$ cat config.mk
export PLATFORM = sky130hd
export DESIGN_NAME = rs_euclid_arb
export DESIGN_NICKNAME = d
export VERILOG_FILES = /design/src/rtl/rs_dec_pkg.sv /design/src/rtl/rs_euclid_arb_rr_arbiter.sv /design/src/rtl/rs_euclid_arb.sv
export SDC_FILE = /design/constraint.sdc
export NUM_CORES = 1
export LEC_CHECK = 0
export CORE_UTILIZATION = 63
export CTS_CLUSTER_DIAMETER = 80
export DETAILED_ROUTE_END_ITERATION = 8
export DONT_BUFFER_PORTS = 1
export GPL_ROUTABILITY_DRIVEN = 0
export GPL_TIMING_DRIVEN = 0
export PLACE_DENSITY = 0.77
export SLEW_MARGIN = 20
export SYNTH_ARGS = -nofsm -noshare
export SYNTH_HDL_FRONTEND = slang
export SYNTH_SLANG_ARGS = --single-unit
$ cat constraint.sdc
create_clock -name clk -period 6.6 [get_ports clk]
set_input_delay 0.66 -clock clk [delete_from_list [all_inputs] [get_ports clk]]
set_output_delay 0.66 -clock clk [all_outputs]
set_load 0.01 [all_outputs]
$ cat src/rtl/rs_dec_pkg.sv
// Shared definitions for the RS(255,251) decoder key-equation arbitration.
// Holds the syndrome geometry defaults, the arbiter FSM encoding and a
// helper that sizes lane-index fields.
package rs_dec_pkg;

  localparam int SYN_W_DEF = 8;  // GF(2^8) symbol width
  localparam int NSYN_DEF  = 4;  // 2t syndromes for RS(255,251)

  // Arbiter FSM encoding
  typedef enum logic [1:0] {
    ST_IDLE  = 2'd0,
    ST_START = 2'd1,
    ST_WAIT  = 2'd2,
    ST_DONE  = 2'd3
  } arb_state_e;

  // Width of a lane index; never narrower than one bit
  function automatic int lane_w(input int n);
    return (n > 1) ? $clog2(n) : 1;
  endfunction

endpackage

$ cat src/rtl/rs_euclid_arb_rr_arbiter.sv
// Combinational round-robin picker.
// Searches req starting at the lane after ptr and wrapping around, so the
// lane at ptr itself has the lowest priority.
// Ports:
//   req      in   NUM_LANES  request vector
//   ptr      in   LANE_W     last granted lane
//   gnt_idx  out  LANE_W     picked lane (0 when nothing requests)
//   any      out  1          at least one request present
module rr_arbiter
  import rs_dec_pkg::*;
#(
  parameter int NUM_LANES = 4,
  parameter int LANE_W    = lane_w(NUM_LANES)
) (
  input  logic [NUM_LANES-1:0] req,
  input  logic [LANE_W-1:0]    ptr,
  output logic [LANE_W-1:0]    gnt_idx,
  output logic                 any
);

  logic [LANE_W-1:0] idx_s;
  logic              hit_s;

  // Walk lanes ptr+1 .. ptr+NUM_LANES (mod NUM_LANES); the first request wins
  always_comb begin
    gnt_idx = '0;
    any     = 1'b0;
    idx_s   = '0;
    hit_s   = 1'b0;
    for (int k = 1; k <= NUM_LANES; k++) begin
      idx_s   = LANE_W'((int'(ptr) + k) % NUM_LANES);
      hit_s   = req[idx_s] & ~any;
      gnt_idx = hit_s ? idx_s : gnt_idx;
      any     = any | hit_s;
    end
  end

endmodule

$ cat src/rtl/rs_euclid_arb.sv
// Time-shares one Euclid key-equation solver among NUM_LANES syndrome lanes.
// Each lane owns a one-deep holding slot. Non-zero syndrome sets are granted
// to the solver in round-robin order; all-zero sets bypass the solver and are
// reported directly. At most one result strobe is produced per cycle.
// Optional feature: define RS_ARB_WDOG_EN to add a WAIT watchdog that ends a
// solver run after WDOG_CYCLES cycles with res_fail=1.
// Ports:
//   clk, rst      clock, asynchronous active-high reset
//   syn_valid     in   per-lane syndrome set valid
//   syn_zero      in   per-lane all-zero flag
//   syn_data      in   per-lane syndromes, lane i in slice i
//   syn_ready     out  per-lane slot empty
//   euclid_start  out  one-cycle solver start pulse
//   euclid_syn    out  syndromes of the granted lane (held START..DONE)
//   euclid_ok     in   one-cycle solver completion pulse
//   res_valid     out  one-cycle result strobe
//   res_lane      out  lane owning the result
//   res_bypass    out  result is a zero-syndrome bypass
//   res_fail      out  solver timed out (watchdog build only)
module rs_euclid_arb
  import rs_dec_pkg::*;
#(
  parameter int NUM_LANES   = 4,
  parameter int SYN_W       = SYN_W_DEF,
  parameter int NSYN        = NSYN_DEF,
  parameter int WDOG_CYCLES = 64
) (
  input  logic                            clk,
  input  logic                            rst,
  input  logic [NUM_LANES-1:0]            syn_valid,
  input  logic [NUM_LANES-1:0]            syn_zero,
  input  logic [NUM_LANES*NSYN*SYN_W-1:0] syn_data,
  output logic [NUM_LANES-1:0]            syn_ready,
  output logic                            euclid_start,
  output logic [NSYN*SYN_W-1:0]           euclid_syn,
  input  logic                            euclid_ok,
  output logic                            res_valid,
  output logic [lane_w(NUM_LANES)-1:0]    res_lane,
  output logic                            res_bypass,
  output logic                            res_fail
);

  localparam int LANE_W = lane_w(NUM_LANES);
  localparam int SET_W  = NSYN * SYN_W;

  logic [NUM_LANES-1:0]            slot_full_r;
  logic [NUM_LANES-1:0]            slot_zero_r;
  logic [NUM_LANES-1:0][SET_W-1:0] slot_data_r;
  logic [NUM_LANES-1:0]            slot_clr_s;

  arb_state_e        state_r;
  logic [LANE_W-1:0] grant_r;
  logic [LANE_W-1:0] rr_ptr_r;
  logic [SET_W-1:0]  euclid_syn_r;

  logic [NUM_LANES-1:0] elig_req_s;
  logic [LANE_W-1:0]    elig_idx_s;
  logic                 elig_any_s;
  logic [LANE_W-1:0]    byp_idx_s;
  logic                 byp_any_s;
  logic                 byp_fire_s;
  logic                 done_s;

`ifdef RS_ARB_WDOG_EN
  localparam int WDOG_W = $clog2(WDOG_CYCLES + 1);
  logic [WDOG_W-1:0] wdog_cnt_r;
  logic              fail_r;
`endif

  assign elig_req_s = slot_full_r & ~slot_zero_r;
  assign done_s     = (state_r == ST_DONE);

  rr_arbiter #(
    .NUM_LANES (NUM_LANES),
    .LANE_W    (LANE_W)
  ) u_rr_arbiter (
    .req     (elig_req_s),
    .ptr     (rr_ptr_r),
    .gnt_idx (elig_idx_s),
    .any     (elig_any_s)
  );

  // Fixed-priority bypass pick: scanning downward leaves the lowest index
  always_comb begin
    byp_idx_s = '0;
    byp_any_s = 1'b0;
    for (int i = NUM_LANES - 1; i >= 0; i--) begin
      if (slot_full_r[i] && slot_zero_r[i]) begin
        byp_idx_s = LANE_W'(i);
        byp_any_s = 1'b1;
      end else begin
        byp_idx_s = byp_idx_s;
        byp_any_s = byp_any_s;
      end
    end
  end

  // A bypass yields to DONE so only one result leaves per cycle
  assign byp_fire_s = byp_any_s & ~done_s;

  // Slot release: granted slot in DONE, bypass slot when it fires
  always_comb begin
    slot_clr_s = '0;
    for (int i = 0; i < NUM_LANES; i++) begin
      slot_clr_s[i] = (done_s && (grant_r == LANE_W'(i))) ||
                      (byp_fire_s && (byp_idx_s == LANE_W'(i)));
    end
  end

  // Per-lane holding slots: capture on handshake, release on result
  always_ff @(posedge clk or posedge rst) begin
    if (rst) begin
      slot_full_r <= '0;
      slot_zero_r <= '0;
      slot_data_r <= '0;
    end else begin
      for (int i = 0; i < NUM_LANES; i++) begin
        if (syn_valid[i] && !slot_full_r[i]) begin
          slot_full_r[i] <= 1'b1;
          slot_zero_r[i] <= syn_zero[i];
          slot_data_r[i] <= syn_data[i*SET_W +: SET_W];
        end else if (slot_clr_s[i]) begin
          slot_full_r[i] <= 1'b0;
        end
      end
    end
  end

  // Solver sequencing: grant, start, wait for completion, report
  always_ff @(posedge clk or posedge rst) begin
    if (rst) begin
      state_r      <= ST_IDLE;
      grant_r      <= '0;
      rr_ptr_r     <= LANE_W'(NUM_LANES - 1);
      euclid_syn_r <= '0;
`ifdef RS_ARB_WDOG_EN
      wdog_cnt_r   <= '0;
      fail_r       <= 1'b0;
`endif
    end else begin
      case (state_r)
        ST_IDLE: begin
          if (elig_any_s) begin
            grant_r      <= elig_idx_s;
            euclid_syn_r <= slot_data_r[elig_idx_s];
            state_r      <= ST_START;
          end
        end
        ST_START: begin
`ifdef RS_ARB_WDOG_EN
          wdog_cnt_r <= '0;
`endif
          state_r <= ST_WAIT;
        end
        ST_WAIT: begin
          if (euclid_ok) begin
            state_r <= ST_DONE;
`ifdef RS_ARB_WDOG_EN
          end else if (wdog_cnt_r == WDOG_W'(WDOG_CYCLES - 1)) begin
            // WDOG_CYCLES WAIT cycles elapsed without completion
            fail_r  <= 1'b1;
            state_r <= ST_DONE;
          end else begin
            wdog_cnt_r <= wdog_cnt_r + WDOG_W'(1);
`endif
          end
        end
        ST_DONE: begin
          rr_ptr_r <= grant_r;
`ifdef RS_ARB_WDOG_EN
          fail_r   <= 1'b0;
`endif
          state_r  <= ST_IDLE;
        end
        default: state_r <= ST_IDLE;
      endcase
    end
  end

  // All outputs are decoded from registers only
  assign syn_ready    = ~slot_full_r;
  assign euclid_start = (state_r == ST_START);
  assign euclid_syn   = euclid_syn_r;
  assign res_valid    = done_s | byp_fire_s;
  assign res_bypass   = byp_fire_s;
  assign res_lane     = done_s ? grant_r : byp_idx_s;
`ifdef RS_ARB_WDOG_EN
  assign res_fail     = done_s & fail_r;
`else
  assign res_fail     = 1'b0;
`endif

endmodule

## Word-level counts from Yosys, hierarchy flattened

Cells that the tools add are included.

| word-level totals | value |
|---|---|
| register bits | 174 |
| output and inout port bits | 42 |
| word-level logic and storage cells | 118 |

| operators by class | value |
|---|---|
| add/sub/neg operators | 4 |
| magnitude comparators | 5 |
| equal/unequal tests | 11 |
| mux-type cells | 34 |
| bitwise logic cells | 15 |
| reduce and logical (&&, ||, !) cells | 33 |

Operators with widths:

| kind | count |
|---|---|
| binary-select mux 32 bit (select 2 bit) | 1 |
| two-way mux 32 bit | 1 |
| two-way mux 2 bit | 11 |
| logical AND 1 bit | 16 |
| two-way mux 1 bit | 16 |
| < comparator 2 x 3 -> 1 bit, second input constant | 5 |
| equality test 2 bit, second input constant | 6 |
| binary-select mux 1 bit (select 2 bit) | 4 |
| NOT 4 bit | 2 |
| case mux 2 bit (4 select lines) | 1 |
| nonzero test 2 bit | 4 |
| equality test 2 x 1 -> 1 bit, second input constant | 3 |
| zero test 2 bit | 3 |
| adder 2 x 1 -> 2 bit, second input constant | 2 |
| adder 2 bit, second input constant | 2 |
| AND 1 bit | 4 |
| AND 4 bit | 1 |
| zero test 1 bit | 4 |
| logical OR 1 bit | 4 |
| inequality test 2 bit, second input constant | 2 |
| NOT 1 bit | 4 |
| bitwise OR 1 bit | 4 |
| AND reduction 2 bit | 2 |

## Longest topological paths before layout

Gate-level depths: netlist of the first run.

| logic depth | value |
|---|---|
| depth in word-level cells | 15 |
| mapped depth | 8 |
| mapped depth without buffers | 7 |

## Modules after synthesis

Synthesis of the first run repeated with hierarchy kept, for this count alone.

| unflattened totals | value |
|---|---|
| cell total of the unflattened synthesis | 545 |
| area, all modules | 8041.5 um^2 |

Modules (own cells, without submodules):

| module | instances | cells an instance | area an instance (um^2) | seq. area each (um^2) |
|---|---|---|---|---|
| rs_euclid_arb | 1 | 531 | 7950.1 | 4356.7 |
| rr_arbiter | 1 | 14 | 91.3 | 0.0 |

## Worst setup path before layout of the first run

Ideal clock, no wire load.

| path | value |
|---|---|
| path type | register -> output |
| start point | register state_r[0] |
| end point | output res_lane[1] |
| arrival | 1463 ps |
| data required time | 5940 ps |
| slack | 4477 ps |
| cell stages (with the launch flop) | 7 |
| buffers on the path | 1 |
| cell sequence | dfrtp_1 -> ha_1 -> clkbuf_1 -> a21o_1 -> a21oi_1 -> inv_1 -> o21ai_0 |

| on the way | value |
|---|---|
| longest elaborated chain between the ends | 2 |

Ends and longest elaborated chain:

| element | RTL line | RTL |
|---|---|---|
| start: declaration | rs_euclid_arb.sv:51 | `arb_state_e state_r;` |
| start signal: assignment | rs_euclid_arb.sv:132 | `state_r <= ST_IDLE;` |
| start signal: assignment | rs_euclid_arb.sv:146 | `state_r <= ST_START;` |
| start signal: assignment | rs_euclid_arb.sv:153 | `state_r <= ST_WAIT;` |
| equality test 2 bit | rs_euclid_arb.sv:71 | `assign done_s = (state_r == ST_DONE);` |
| two-way mux 2 bit | rs_euclid_arb.sv:186 | `assign res_lane = done_s ? grant_r : byp_idx_s;` |
| end: declaration | rs_euclid_arb.sv:38 | `output logic [lane_w(NUM_LANES)-1:0] res_lane,` |

No other way between the ends.

## Worst setup path after layout of the first run

Same ends and word-level chain as after synthesis.

==> results of run 1 <==
## power by group
part	switching [uW]	internal, uW	total [uW]
clock network	391	555	946
logic	1400	1270	2670
registers	429	1630	2060
## Yosys cell counts, types with 2 or more instances
cell | n | area, sq um
dlygate4sd1_1 | 2 | 17.5
nand2_2 | 2 | 12.5
buf_2 | 9 | 45.0
buf_6 | 8 | 90.1
nor2b_1 | 3 | 18.8
o2111ai_1 | 17 | 149
a21oi_1 | 6 | 30.0
o21ai_0 | 8 | 40.0
a22oi_1 | 2 | 15.0
mux2i_1 | 30 | 300
buf_4 | 6 | 45.0
a21o_1 | 2 | 15.0
mux2_2 | 132 | 1490
and2b_2 | 2 | 17.5
nor2_1 | 2 | 7.51
dfstp_2 | 2 | 52.6
inv_2 | 3 | 11.3
ha_1 | 5 | 62.6
a221o_1 | 15 | 150
and3_1 | 17 | 106
a22o_1 | 17 | 149
nand2_1 | 41 | 154
dfrtp_1 | 172 | 4300
inv_1 | 10 | 37.5
clkbuf_1 | 23 | 86.3
o221ai_1 | 33 | 289
a221o_2 | 2 | 22.5
nor3b_2 | 2 | 25.0
nand2b_1 | 3 | 18.8
## metal layers
metal | share of wire, % | routed length [um] | track usage, % | vias to the layer above
li1 | - | - | - | 2296
met1 | 40 | 8140 | 41.1 | 2730
met2 | 50 | 10100 | 53.0 | 208
met3 | 8.4 | 1710 | 10.5 | 37
met4 | 2.0 | 416 | 11.9 | 2
met5 | 0.064 | 13 | 0 | -
## placed cells by master, fill, tap and decap left out, types with 5 or more instances in the layout
cell       instances
mux2_2           132
and3_1            17
o21ai_0            8
o221ai_1          33
nand2_1           41
dfrtp_1          172
a22o_1            17
o2111ai_1         17
buf_4              6
buf_2              9
a221o_1           15
a21oi_1            6
mux2i_1           30
clkbuf_16         17
clkbuf_1          25
ha_1               5
inv_1              9
buf_6              8
## stage by stage
stage                     power [uW]  std cells  cell area, sq um  hold WS, ns  util [%]
final                           5670        801              8850        0.149      72.2
after global routing            5990        799              8850        0.192      72.2
after CTS                       5660        798              8840        0.176      72.1
after detailed placement        4690        771              8300        0.487      67.7
after global placement          4560        770              8270        0.481      67.4
after floorplan                 4000        602              8060        0.472         -
## cells by family (layout without fill, tap and decap cells)
logic type,count (synthesis),after routing
AO/OA/AOI/OAI,114,114
adder cells (fa/ha/maj),5,5
buffers and inverters,62,90
other,1,4
AND/OR/NAND/NOR,84,84
multiplexers,162,162
flip-flops,174,174
## path summary, 6_finish.rpt
check / start / end / slack (ns)
worst max-delay path: state_r[0]$_DFFE_PP0P_ / res_lane[1] / 3.80
worst min-delay path: rst / state_r[1]$_DFFE_PP0P_ / 0.15
worst max register to register: slot_zero_r[0]$_DFFE_PP0P_ / euclid_syn[16]$_DFFE_PP0P_ / 4.19
worst min register to register: slot_data_r[20]$_DFFE_PP0P_ / slot_data_r[20]$_DFFE_PP0P_ / 0.50
max in group asynchronous: rst / slot_data_r[67]$_DFFE_PP0P_ / 5.62
min in group clk: syn_zero[1] / slot_zero_r[1]$_DFFE_PP0P_ / 0.36
## registers in the layout, summed over array words and instances (netlist names)
register,flops
slot_data_r,128
euclid_syn,32
slot_full_r,4
slot_zero_r,4
grant_r,2
rr_ptr_r,2
state_r,2
## area by class of cell
| cell class | instances | area, sq um | share of cell area (%) |
|---|---|---|---|
| inverter | 13 | 56.3 | 0.636 |
| clock inverter | 7 | 93.8 | 1.06 |
| antenna | 3 | 7.51 | 0.0848 |
| multi-input combinational | 366 | 3370 | 38.0 |
| buffer | 49 | 288 | 3.25 |
| timing repair buffer | 1 | 27.5 | 0.311 |
| tap | 168 | 210 | 2.37 |
| clock buffer | 20 | 447 | 5.05 |
| sequential | 174 | 4360 | 49.2 |
## worst max-delay path: stages (launching register included)
cell and delay [ns]:
dfrtp_1 0.41, ha_1 0.22, clkbuf_1 0.20, a21o_1 0.23, a21oi_1 0.27, inv_1 0.06, o21ai_0 0.32
==> reports/metrics.yaml, run 1 <==
floorplanning:
  dieWidth_um: 115
  rows: 40
  fp.dieH_um: 115
  io_pins: 181
  start_util_pct: 65.7
  core_sq_um: 12300
  dieArea_sq_um: 13200
drt:
  vias: 5273
  drt_first_iter_violations: 312
  post_drt_via_cell_ratio: 6.58
  dr.pass1.iters: 7
  totalWireLength_um: 20400
  wl_per_cell_um: 25.5
  drc_errors: 0
  detail-route-antenna-nets: 0
outcome:
  status: "completed"
cells_and_area:
  final_nets: 766
  fill_cells: 820
  drive_gt1_share_pct: 33.7
  syn_to_final_growth_pct: 9.84
worst_hold_path:
  hold_path_class: "in -> async"
grt:
  grt_usage_pct: 32.6
  grt_max_degree: 95
  grt_antenna_before_repair: 3
  grt_pass1_vias: 5475
  overflow: 0
  grt_pass1_wl_um: 31200
sta:
  setup_tns_ns: 0
  slew_viol_final: 0
  tightest_slew_ns: 0.776
  finalSetupViolations: 0
  skew_ns: 0.00892
  period_share_pct: 42.4
  hold_viol_final: 0
  rsz0062_at_grt: "no"
  maxSlewHeadroom_pct: 48.3
  fin_crit_ns: 2.80
  fin_ws_ns: 3.80
  fmax_mhz: 357
synth:
  syn_nets: 746
  ys.flop_type: "dfrtp_1"
  synth_cell_types: 55
  syn_area_sq_um: 8060
  async_flop_share_pct: 100
  ys_seq_area_share_pct: 54.1
  yosys.area_share.simple_pct: 5.85
  synth-edff-count: 0
  synth_cells: 602
  postSynthAreaPerCell_sq_um: 13.4
  synth_top_family_by_area: "multiplexers"
  synth_seq_cells: 174
  synthMuxAreaShare_pct: 22.2
  yosysWarnings: 0
  synth_xor_area_share_pct: 0
  synth_fa_ha_area_share_pct: 0.776
  synth-compound-area-share_pct: 12.9
power_and_ir_drop:
  p_leak_uw: 0.00376
  peakVddDrop_uv: 334
  powerDensity_nw_per_um2: 640
clock_network:
  post_cts_resized: 0
  cts.path.max_buffers: 2
  clk_latency_ns: 0.43
  cts.sink_count: 174
  htree_levels: 4
  hold_buffers: 0
  cts-root-buf: "clkbuf_16"
  cts_tree: "done"
  cts_setup_buffers: 0
  cts_buffers: 17
  clkTransAtPathRegs_ns: 0.06
placement:
  dp_slack_ns: 4.21
  hpwl_um: 14500
  port_buffers: 0
critical_path:
  start_kind: "flip-flop"
  path_class: "reg -> out"
  critPathArrivalTime_ns: 2.14
  end_kind: "primary output"
  crit_path_max_fanout: 9
  reg2regPathDepth: 6
  crit_required_ns: 5.94
flow_run:
  cap_violations: 0
Note: power is estimated with default switching activity, not from simulation.
==> run 2, diff against run 1 <==
--- a/config.mk
+++ b/config.mk
@@ -5,13 +5,13 @@
 export SDC_FILE = /design/constraint.sdc
 export NUM_CORES = 1
 export LEC_CHECK = 0
-export CORE_UTILIZATION = 63
+export CORE_UTILIZATION = 57
 export CTS_CLUSTER_DIAMETER = 80
 export DETAILED_ROUTE_END_ITERATION = 8
 export DONT_BUFFER_PORTS = 1
 export GPL_ROUTABILITY_DRIVEN = 0
 export GPL_TIMING_DRIVEN = 0
-export PLACE_DENSITY = 0.77
+export PLACE_DENSITY = 0.73
 export SLEW_MARGIN = 20
 export SYNTH_ARGS = -nofsm -noshare
 export SYNTH_HDL_FRONTEND = slang
==> constraint.sdc (replaced) <==
create_clock -name clk -period 2.25 [get_ports clk]
set_input_delay 0.225 -clock clk [delete_from_list [all_inputs] [get_ports clk]]
set_output_delay 0.225 -clock clk [all_outputs]
set_load 0.01 [all_outputs]
==> reports/metrics.yaml, run 2 (same netlist as run 1, synthesis figures left out) <==
sta:
  finalSetupViolations: 0  # unchanged
  fin_ws_ns: 0.0760  # was 3.80 ns
  maxSlewHeadroom_pct: 55.0  # was 48.3%
  slew_viol_final: 0  # unchanged
  setup_tns_ns: 0  # unchanged
  fmax_mhz: 460
  hold_viol_final: 0  # unchanged
  tightest_slew_ns: 0.676  # was 0.776 ns
  fin_crit_ns: 2.17
  skew_ns: 0.0129  # was 0.00892 ns
  period_share_pct: 96.6
cells_and_area:
  mostFrequentLayoutCell: "dfrtp_1"  # unchanged
  diodes: 0  # was 3
  syn_to_final_growth_pct: 28.4  # was 9.84%
  final_cell_mix: "168 x dfrtp_1, 133 x dlygate4sd3_1, 132 x mux2_2, 41 x nand2_1, 33 x o221ai_1"  # was 172 x dfrtp_1, 132 x mux2_2, 41 x nand2_1, 33 x o221ai_1, 30 x mux2i_1
  largest_register_ffs: 128  # unchanged
  post-route-util_pct: 74.8  # was 72.2%
  top_register: "slot_data_r"  # unchanged
  final_nets: 902  # was 766
  drive_gt1_share_pct: 31.9  # was 33.7%
placement:
  hpwl_um: 14900  # was 14500 um
  port_buffers: 0  # unchanged
  dp_slack_ns: -0.0985  # was 4.21 ns
drt:
  drt_first_iter_violations: 443  # was 312
  post_drt_via_cell_ratio: 6.21  # was 6.58
  vias: 5897  # was 5273
  dr.pass1.iters: 4  # was 7
  wl_per_cell_um: 24.1  # was 25.5 um
  totalWireLength_um: 22900  # was 20400 um
  detail-route-antenna-nets: 0  # unchanged
  drc_errors: 0  # unchanged
critical_path:
  path_class: "reg -> reg"  # was reg -> out
  reg2regPathDepth: 8  # was 6
  crit_chain: "nand2b_2, a2bb2oi_2, buf_6, o211a_1, buf_4, buf_12, mux2i_2, o221ai_1"  # was ha_1, clkbuf_1, a21o_1, a21oi_1, inv_1, o21ai_0
  r2r-end: "euclid_syn[25]$_DFFE_PP0P_"  # was euclid_syn[16]$_DFFE_PP0P_
  r2r-start: "slot_zero_r[2]$_DFFE_PP0P_"  # was slot_zero_r[0]$_DFFE_PP0P_
  crit_required_ns: 2.54  # was 5.94 ns
  end_kind: "flip-flop"  # was primary output
  crit_start: "slot_zero_r[2]$_DFFE_PP0P_"  # was state_r[0]$_DFFE_PP0P_
  regToRegSetupSlack_ns: 0.08  # was 4.19 ns
  cp_slowest_cell: "dfrtp_2"  # was dfrtp_1
  crit_path_max_fanout: 10  # was 9
  critPathArrivalTime_ns: 2.47  # was 2.14 ns
  critPathCapture: "euclid_syn[25]$_DFFE_PP0P_"  # was res_lane[1]
  crit_path_max_incr_delay_ns: 0.46  # was 0.41 ns
  start_kind: "flip-flop"  # unchanged
floorplanning:
  core_sq_um: 13800  # was 12300 sq um
  dieWidth_um: 121  # was 115 um
  start_util_pct: 58.3  # was 65.7%
  fp.dieH_um: 121  # was 115 um
  dieArea_sq_um: 14600  # was 13200 sq um
  rows: 43  # was 40
  io_pins: 181  # unchanged
power_and_ir_drop:
  intPower_uw: 10300  # was 3450 uW
  p_sw_share_pct: 40.4  # was 39.1%
  p_leak_uw: 0.00439  # was 0.00376 uW
  power_switching_uw: 6990  # was 2220 uW
  powerDensity_nw_per_um2: 1670  # was 640 nW/um^2
  peakVddDrop_uv: 1010  # was 334 uV
  power_frac_seq_pct: 35.2  # was 36.3%
  p_clk_share_pct: 16.0  # was 16.7%
  power_frac_comb_pct: 48.8  # was 47.0%
grt:
  grt_pass1_wl_um: 35100  # was 31200 um
  grt_pass1_vias: 6394  # was 5475
  overflow: 0  # unchanged
  grt_max_degree: 37  # was 95
  grt_antenna_before_repair: 0  # was 3
  grt_usage_pct: 32.5  # was 32.6%
clock_network:
  cts.sink_count: 174  # unchanged
  cts_tree: "done"  # unchanged
  cts-root-buf: "clkbuf_16"  # unchanged
  clk_latency_ns: 0.43  # about the same
  cts.path.max_buffers: 2  # unchanged
  htree_levels: 4  # unchanged
  cts_buffers: 17  # unchanged
  clkTransAtPathRegs_ns: 0.07  # was 0.06 ns
outcome:
  status: "completed"  # unchanged
flow_run:
  cap_violations: 0  # unchanged
worst_hold_path:
  hold_path_class: "in -> reg"  # was in -> async
## run 2: changes by cell type in the layout (fill, tap and decap cells not counted), sizes merged
cell,before,now
dlygate4sd3,0,133
inv,13,19
buf,25,30
clkbuf,43,39
diode,3,0
bufinv,2,0
clkinv,3,5
## run 2: power by group through the flow
stage | sequential (uW) | clock, uW | combinational (uW)
3_5_place_dp | 6020 | 0 | 7820
5_1_grt | 6260 | 2930 | 9050
4_1_cts | 5970 | 2790 | 8070
6_report | 6090 | 2780 | 8450
2_1_floorplan | 5640 | 0 | 6110
3_3_place_gp | 5940 | 0 | 7540
## run 2: worst min-delay path by stage
stage                           start                    endpoint  slack, ns  cells past startpoint
final                       euclid_ok      state_r[0]$_DFFE_PP0P_       0.12                      3
after global routing        euclid_ok      state_r[0]$_DFFE_PP0P_       0.13                      3
after CTS                   euclid_ok      state_r[0]$_DFFE_PP0P_       0.11                      3
after detailed placement          rst   euclid_syn[7]$_DFFE_PP0P_       0.04                      1
after global placement    syn_zero[1]  slot_zero_r[1]$_DFFE_PP0P_       0.35                      2
after floorplan           syn_zero[1]  slot_zero_r[1]$_DFFE_PP0P_       0.34                      2
## run 2: what timing repair did
item / 4_1_cts / 5_1_grt
pin swaps: 0 / 1
endpoints found under the setup margin: 44 / 70
hold buffers: 133 / 0
resized for setup: 7 / 38
hold endpoints to repair: 203 / 0
buffers inserted: 0 / 0
## run 2: area by class of cell
type,count,area (sq um)
Inverter,13,52.6
Timing Repair Buffer,138,1430
Fill cell,885,3480
Clock buffer,18,439
Sequential cell,174,4360
Buffer,48,317
Multi-Input combinational cell,366,3420
Tap cell,180,225
Clock inverter,13,104
## run 2: routing by layer
metal / share of wire (%) / GRT usage, % / vias up
met5: 0 / 0 / -
met4: 2.5 / 11.3 / 0
met3: 7.4 / 9.16 / 49
met2: 52 / 56.1 / 266
met1: 38 / 38.9 / 3021
li1: - / - / 2561
## run 2: metrics by stage
step | instance area, sq um | total power (uW) | instances | hold WS [ns]
floorplan | 8060 | 11700 | 602 | 0.342
global placement | 8290 | 13500 | 782 | 0.353
detailed placement | 8390 | 13800 | 787 | 0.0425
CTS | 10300 | 16800 | 950 | 0.105
global route | 10300 | 18200 | 950 | 0.127
finish | 10300 | 17300 | 950 | 0.117
## run 2: worst max-delay path, delay by kind of cell, from the launching register on
family	cells	cell delay, ns
multiplexers	1	0.29
flip-flops	1	0.46
buffers and inverters	3	0.54
AO/OA/AOI/OAI	3	0.51
AND/OR/NAND/NOR	1	0.25
==> run 3, diff against run 2 <==
--- a/config.mk
+++ b/config.mk
@@ -5,6 +5,7 @@
 export SDC_FILE = /design/constraint.sdc
 export NUM_CORES = 1
 export LEC_CHECK = 0
+export CORE_ASPECT_RATIO = 1.4
 export CORE_UTILIZATION = 57
 export CTS_CLUSTER_DIAMETER = 80
 export DETAILED_ROUTE_END_ITERATION = 8
==> reports/metrics.yaml, run 3 (same netlist as run 1, synthesis figures left out) <==
drt:
  drt_first_iter_violations: 413  # was 443
  wl_per_cell_um: 24.0  # was 24.1 um
  dr.pass1.iters: 6  # was 4
  post_drt_via_cell_ratio: 6.14  # was 6.21
  totalWireLength_um: 23000  # was 22900 um
  drc_errors: 0  # unchanged
  detail-route-antenna-nets: 0  # unchanged
  vias: 5879  # was 5897
clock_network:
  cts_tree: "done"  # unchanged
  cts.path.max_buffers: 2  # unchanged
  cts_buffers: 17  # unchanged
  clk_latency_ns: 0.44  # was 0.43 ns
  cts.sink_count: 174  # unchanged
  cts-root-buf: "clkbuf_16"  # unchanged
  htree_levels: 4  # unchanged
  clkTransAtPathRegs_ns: 0.07  # about the same
power_and_ir_drop:
  peakVddDrop_uv: 918  # was 1010 uV
  powerDensity_nw_per_um2: 1720  # was 1670 nW/um^2
  p_leak_uw: 0.00442  # was 0.00439 uW
cells_and_area:
  regArea_sq_um: 4360  # unchanged
  fill_cells: 877  # was 885
  mostFrequentLayoutCell: "dfrtp_1"  # unchanged
  drive_gt1_share_pct: 31.5  # was 31.9%
  final_nets: 903  # was 902
  syn_to_final_growth_pct: 30.2  # was 28.4%
  post-route-util_pct: 75.8  # was 74.8%
  largest_register_ffs: 128  # unchanged
  top_register: "slot_data_r"  # unchanged
  multiInputGateArea_sq_um: 3430  # was 3420 sq um
  final_cell_mix: "168 x dfrtp_1, 133 x dlygate4sd3_1, 132 x mux2_2, 41 x nand2_1, 33 x o221ai_1"  # unchanged
sta:
  finalSetupViolations: 0  # unchanged
  fmax_mhz: 459  # was 460 MHz
  maxSlewHeadroom_pct: 45.9  # was 55.0%
  hold_slack_ns: 0.150  # was 0.117 ns
  slew_viol_final: 0  # unchanged
  hold_viol_final: 0  # unchanged
  skew_ns: 0.00935  # was 0.0129 ns
  period_share_pct: 96.8  # was 96.6%
  rsz0062_at_grt: "no"
  tightest_slew_ns: 0.810  # was 0.676 ns
  fin_crit_ns: 2.18  # was 2.17 ns
grt:
  grt_usage_pct: 33.3  # was 32.5%
  grt_pass1_vias: 6457  # was 6394
  grt_max_degree: 36  # was 37
  grt_antenna_before_repair: 1  # was 0
  overflow: 0  # unchanged
  grt_pass1_wl_um: 34900  # was 35100 um
floorplanning:
  core_sq_um: 13800  # about the same
  fp.dieH_um: 143  # was 121 um
  dieWidth_um: 102  # was 121 um
  rows: 51  # was 43
  start_util_pct: 58.2  # was 58.3%
  dieArea_sq_um: 14600  # about the same
  io_pins: 181  # unchanged
worst_hold_path:
  hold_path_class: "in -> reg"  # unchanged
flow_run:
  cap_violations: 0  # unchanged
outcome:
  status: "completed"  # unchanged
critical_path:
  critPathArrivalTime_ns: 2.47  # about the same
  crit_path_max_fanout: 10  # unchanged
  start_kind: "flip-flop"  # unchanged
  end_kind: "flip-flop"  # unchanged
  crit_required_ns: 2.55  # was 2.54 ns
  path_class: "reg -> reg"  # unchanged
placement:
  hpwl_um: 15600  # was 14900 um
  port_buffers: 0  # unchanged
## run 3: layout make-up
class / instances / area share, %
multi-input combinational: 366 / 32.7
buffer: 48 / 2.97
inverter: 13 / 0.501
clock inverter: 10 / 1.76
timing repair buffer: 139 / 13.8
tap: 185 / 2.21
sequential: 174 / 41.6
antenna: 1 / 0.0238
clock buffer: 21 / 4.48
## run 3: path summary, 6_finish.rpt
path	from	to	slack, ns	cells past startpoint
setup / recovery	slot_zero_r[2]$_DFFE_PP0P_	euclid_syn[4]$_DFFE_PP0P_	0.07	8
hold / removal	euclid_ok	state_r[0]$_DFFE_PP0P_	0.15	3
setup reg to reg	slot_zero_r[2]$_DFFE_PP0P_	euclid_syn[4]$_DFFE_PP0P_	0.07	8
hold reg to reg	slot_data_r[53]$_DFFE_PP0P_	slot_data_r[53]$_DFFE_PP0P_	0.50	1
max in group asynchronous	rst	slot_data_r[103]$_DFFE_PP0P_	0.79	5
min in group asynchronous	rst	slot_data_r[61]$_DFFE_PP0P_	0.43	2
## run 3: power breakdown
part / internal (uW) / switching [uW]
clock: 2050 / 1210
combinational: 4160 / 4420
sequential: 4790 / 1410
## run 3: critical path, cell delays in order, from the launching register on
cell and delay, ns:
dfrtp_2 0.45, nor3b_2 0.24, a2bb2oi_2 0.21, buf_6 0.17, o211a_1 0.15, buf_4 0.17, buf_6 0.17, mux2i_1 0.30
o221ai_1 0.17
## run 3: per-stage QoR
stage / cell area [sq um] / power, uW / std cells / setup WS, ns / TNS [ns]
after global placement: 8290 / 13600 / 787 / -0.958 / -162.84
after global routing: 10500 / 18900 / 957 / 0.00307 / 0
final: 10500 / 18000 / 957 / 0.0726 / 0
after detailed placement: 8400 / 14000 / 792 / -0.0377 / -0.101
after CTS: 10400 / 17500 / 956 / 0.00303 / 0
after floorplan: 8060 / 11700 / 602 / -0.198 / -34.06
## run 3: routing by layer
metal,track usage [%],share of wire (%)
met1,35.5,34
met3,9.79,7.2
met4,20.9,5.3
met5,0,0
met2,56.9,53
## run 3: repair_timing
| item | CTS | global route |
|---|---|---|
| gates resized for setup | 6 | 32 |
| endpoints found under the setup margin | 5 | 46 |
| setup buffers | 0 | 1 |
| hold buffers | 133 | 0 |
| pin swaps | 0 | 3 |
| endpoints found under the hold margin | 161 | 0 |
